===== config.mk =====
export PLATFORM = sky130hd
export DESIGN_NAME = ph_block_avg
export DESIGN_NICKNAME = d
export VERILOG_FILES = /design/src/rtl/ph_block_avg.sv
export SDC_FILE = /design/constraint.sdc
export NUM_CORES = 1
export LEC_CHECK = 0
export CORE_MARGIN = 4
export CORE_UTILIZATION = 30
export CTS_CLUSTER_DIAMETER = 150
export DETAILED_ROUTE_END_ITERATION = 6
export PLACE_DENSITY = 0.58
export SKIP_CTS_REPAIR_TIMING = 1
export SYNTH_ARGS = -nofsm -noshare
export SYNTH_HDL_FRONTEND = slang
export SYNTH_SLANG_ARGS = --single-unit

===== constraint.sdc =====
create_clock -name clk -period 11.66 [get_ports clk]
set_input_delay 2.332 -clock clk [delete_from_list [all_inputs] [get_ports clk]]
set_output_delay 2.332 -clock clk [all_outputs]
set_load 0.005 [all_outputs]

===== src/rtl/ph_block_avg.sv =====
// Block averager of 2^lg phase samples on the circle, referenced to each block's first sample.
// Build option: define PH_BLOCK_AVG_ROUND_EN to round the mean half up instead of flooring it.
module ph_block_avg #(
  parameter int w  = 16,
  parameter int lg = 2
) (
  input  logic         clk,
  input  logic         rst_n,
  input  logic         clear,
  input  logic [w-1:0] ph_in,
  input  logic         ph_valid,
  output logic [w-1:0] ph_out,
  output logic         out_valid,
  output logic         warn,
  output logic         busy
);

  // Handshake: ph_valid has no back-pressure; a sample is taken on every edge where it is high.
  // out_valid is a one-cycle strobe with no ready; ph_out and warn hold until the next block end.
  typedef enum logic {IDLE = 1'b0, ACC = 1'b1} state_t;

  localparam logic [lg-1:0] cnt_last = '1;

  state_t          state, state_next;
  logic [w-1:0]    ref_ph;
  logic [w+lg-1:0] acc, acc_next;
  logic [lg-1:0]   cnt;
  logic            sticky, sticky_next;
  logic [w-1:0]    d, mean_off, ph_next;
  logic            start, take, done, abort;

  // Offsets wrap at w bits so blocks straddling +/- half a turn stay contiguous.
  assign d           = ph_in - ref_ph;
  assign acc_next    = acc + {{lg{d[w-1]}}, d};
  assign sticky_next = sticky | (d[w-1] ^ d[w-2]);

`ifdef PH_BLOCK_AVG_ROUND_EN
  // Adding 2^(lg-1) before the shift only carries into the quotient when bit lg-1 is set.
  assign mean_off = acc_next[w+lg-1:lg] + {{(w-1){1'b0}}, acc_next[lg-1]};
`else
  assign mean_off = acc_next[w+lg-1:lg];
`endif

  assign ph_next = ref_ph + mean_off;
  assign busy    = (state == ACC);

  always_comb begin
    state_next = state;
    start      = 1'b0;
    take       = 1'b0;
    done       = 1'b0;
    abort      = 1'b0;
    case (state)
      IDLE: begin
        if (ph_valid) begin
          start      = 1'b1;
          state_next = ACC;
        end
      end
      ACC: begin
        if (clear) begin
          abort      = 1'b1;
          state_next = IDLE;
        end else if (ph_valid) begin
          take = 1'b1;
          if (cnt == cnt_last) begin
            done       = 1'b1;
            state_next = IDLE;
          end
        end
      end
    endcase
  end

  always_ff @(posedge clk or negedge rst_n) begin
    if (!rst_n) state <= IDLE;
    else        state <= state_next;
  end

  always_ff @(posedge clk or negedge rst_n) begin
    if (!rst_n) begin
      ref_ph    <= '0;
      acc       <= '0;
      cnt       <= '0;
      sticky    <= 1'b0;
      ph_out    <= '0;
      warn      <= 1'b0;
      out_valid <= 1'b0;
    end else begin
      out_valid <= done;
      if (start) begin
        ref_ph <= ph_in;
        acc    <= '0;
        cnt    <= lg'(1);
        sticky <= 1'b0;
      end else if (abort) begin
        acc    <= '0;
        cnt    <= '0;
        sticky <= 1'b0;
      end else if (take) begin
        acc    <= acc_next;
        cnt    <= cnt + lg'(1);
        sticky <= sticky_next;
      end
      if (done) begin
        ph_out <= ph_next;
        warn   <= sticky_next;
      end
    end
  end

endmodule


==> run summary <==
The net load switching power came out at 0.648 mW. The initial core utilization came out at 0.305. The total wirelength of the detailed-routed design is 9.52 mm. The placed cell area is 4810 sq um. The total negative slack is 0 ns. The half-perimeter wire length after placement is 7.54 mm. After synthesis, the netlist uses 50 different library cells. In this run the number of H-tree levels came out at 2. The overflow left after global routing came out at 0. The antenna diode count came out at 0. The power density relative to cell area came out at 288 nW/um^2.

The filler cell count in the final layout is 1,375. The total of warnings raised by yosys came out at 0. The final setup violation count came out at 0. STA classifies the critical path startpoint as an input port. The layout-stage area growth over the synthesis result is 17.3%. The final worst setup slack is 4.45 ns. The final design area excluding fillers is 4950 sq um. The number of enable flip-flop cells after synthesis is 0. The number of max-slew violations in the final report is 0.

The number of placement rows came out at 43. The number of top-level pins is 39. The highest-delay cell along the critical path is clkdlybuf4s50_1. Setup repair after global routing left no endpoint under its margin. The worst setup path is captured at a flop. On the worst path, the slowest cell contributes a delay of 0.48 ns. The run finished with clean final reports. The length of the first detailed-routing pass in iterations came out at 4. The number of global-route vias before repair came out at 3,319. Synthesis produced a netlist with a net count of 536. The global placer's final weighted congestion came out at 0.795.

The detail route stage leaves a number of antenna-violating nets equal to 0. TritonCTS built the clock tree. The number of DRC violations after detailed routing is 0. The transition time of the tightest slew-check pin is 1.06 ns. The fraction of layout instances using a drive strength above 1 is 0.0721. The tightest min-delay check is of the flop to flop type. The share of power burned in combinational logic came out at 0.695. The initial antenna violation count came out at 0. The number of sinks handled by clock tree synthesis came out at 56. The arrival time of data at the critical path endpoint is 7.36 ns. The total instance count after detailed placement is 671. The final hold violation count was 0.

In the final routed layout, each cell accounts on average for 14.0 microns. The cell sitting at the root of the clock tree is a clkbuf_16. The shortest clock period the worst path allows after layout came out at 7.21 ns. The clock tree skew after final layout came out at 0.00628 ns. The clock network fraction of design power came out at 0.108. The switching share of power is 0.454.

The area of the mapped netlist is 4220 sq um. The maximum number of pins on one net before global-route repair is 57. The fraction of the yosys area taken by sequential cells is 0.332. After detailed routing, the number of vias per cell comes to 4.88. Derived from the worst setup path, the maximum achievable clock frequency is 139 MHz. The completed layout was analyzed and its total power is 1.43 mW. The number of nets in the layout is 573.

The worst voltage drop across the vdd grid came out at 0.0806 mV. The number of max-cap violations came out at 0. Detailed routing inserted a total of 3,312 vias. The width of the die came out at 127 microns. The clock input transition at the sequential cells of the worst setup and hold paths is 0.07 ns.

The clock insertion delay at the later pin of the skew report is 0.30 ns. The post-layout instance count excluding filler cells is 679. The analysis attributes to cell leakage a power of 2.26 nW. The internal power came out at 0.780 mW. Headroom to the max-slew limit came out at 0.290. The clock buffer count from CTS came out at 5. The global-route wire length before repair is 16.2 mm. The mean instance size in the synthesized netlist came out at 9.16 sq um.

The register bit count reported by yosys came out at 56. The cell count after synthesis came out at 461. The share of total power dissipated in sequential elements is 0.197. No sink is reached through more buffers than the 2 on the longest clock path. The largest fanout of any net on the critical path is 4. At the worst endpoint, the required time is 11.81 ns. The final critical-path share of the clock period is 0.619. For this run, the total global-route usage over all layers was measured as 0.122. The post-place setup slack came out at 4.18 ns. The library cells used most frequently in the layout, excluding fill and tap cells, are nand2_1, dfrtp_1, ha_1.

The die covers 16,000 sq um. The die height came out at 127 microns. The core outline area is 13,800 sq um. The proportion of synthesized flip-flops having asynchronous set or reset came out at 1.00. The setup path with the least slack is of type input port to flop. The port buffer count came out at 38. The most used flip-flop cell after synthesis is dfrtp_1. The starting DRC count in detailed routing is 113.
stage by stage:
stage	utilization	hold WS (ns)
2_1_floorplan	-	0.455
3_3_place_gp	0.348	0.464
3_5_place_dp	0.348	0.470
4_1_cts	0.358	0.490
5_1_grt	0.358	0.517
6_report	0.358	0.480
layer usage:
layer	vias to the layer above	track usage	part of all wire
li1	1703	-	-
met1	1536	0.177	0.50
met2	64	0.192	0.44
met3	9	0.0177	0.041
met4	0	0.0334	0.014
met5	-	0	0
power by group through the flow:
stage,logic [mW],registers [mW],clock network [mW]
after floorplan,0.773,0.273,0
after global placement,0.966,0.284,0
after detailed placement,0.989,0.284,0
after CTS,0.997,0.281,0.161
after global routing,1.11,0.288,0.170
final,0.992,0.281,0.155
flip-flops by register name (all words and copies together), names as in the netlist:
signal	cells
out_valid	1
busy	1
cnt	2
acc	18
sticky	1
ph_out	16
ref_ph	16
warn	1
critical path, delay by kind of cell:
kind / cells / cell delay, ns
AOI/OAI and AO/OA: 12 / 2.29
adders and majority gates: 4 / 1.31
buffers and inverters: 2 / 0.53
xor gates and xnor gates: 3 / 0.45
and+or+nand+nor: 6 / 0.44
path summary, 6_finish.rpt:
| check | startpoint | end | slack [ns] | cells after the start |
|---|---|---|---|---|
| setup / recovery | ph_in[0] | ph_out[15]$_DFFE_PN0P_ | 4.45 | 27 |
| hold / removal | ph_out[9]$_DFFE_PN0P_ | ph_out[9]$_DFFE_PN0P_ | 0.48 | 2 |
| setup reg to reg | ref_ph[0]$_DFFE_PN0P_ | ph_out[15]$_DFFE_PN0P_ | 6.58 | 25 |
| hold reg to reg | ph_out[9]$_DFFE_PN0P_ | ph_out[9]$_DFFE_PN0P_ | 0.48 | 2 |
| max in group asynchronous | rst_n | ph_out[14]$_DFFE_PN0P_ | 9.00 | 2 |
| min in group asynchronous | rst_n | ref_ph[1]$_DFFE_PN0P_ | 2.18 | 2 |
synthesized netlist by cell type (2+ instances only):
cell      count  area (sq um)
o41ai_1       3          26.3
o31ai_1       5          37.5
fa_1          3          60.1
a21oi_2       5          43.8
a21o_1       10          75.1
dfrtp_1      56          1400
xnor2_1      31           272
o221ai_2      2          30.0
nor2_1       24          90.1
o21bai_1      2          15.0
o31a_1        2          17.5
ha_1         52           651
a21oi_1      27           135
a22o_1       18           158
nand4_1       3          18.8
o21ai_1       6          30.0
mux2_2        2          22.5
inv_1        34           128
or3_1         3          18.8
xor2_1       12           105
nor2b_1       6          37.5
or2_2         2          12.5
xnor2_2       3          48.8
nor3_1        8          40.0
o21ai_0      36           180
nand3_1       7          35.0
nand2_1      56           210
nand4b_1      2          17.5
o21a_1        9          67.6
a21boi_0      2          15.0
clkbuf_1     10          37.5
nand2b_1      2          12.5
area by class of cell:
type                    instances  area [sq um]  area share
clock buffers                   6           129      0.0260
well taps                     180           225      0.0455
repair buffers                 40           390      0.0788
flip-flops and latches         56          1400       0.283
inverters                      34           128      0.0258
multi-input cells             361          2660       0.538
clock inverters                 2          16.3     0.00328
cell families after synthesis:
group                      synth area share
AOI/OAI and AO/OA                     0.228
xor gates and xnor gates              0.101
adders and majority gates             0.168
buffers and inverters                0.0391
DFF                                   0.332
muxes                               0.00533
and+or+nand+nor                       0.127
No activity file was read; power rests on OpenSTA's default activity.
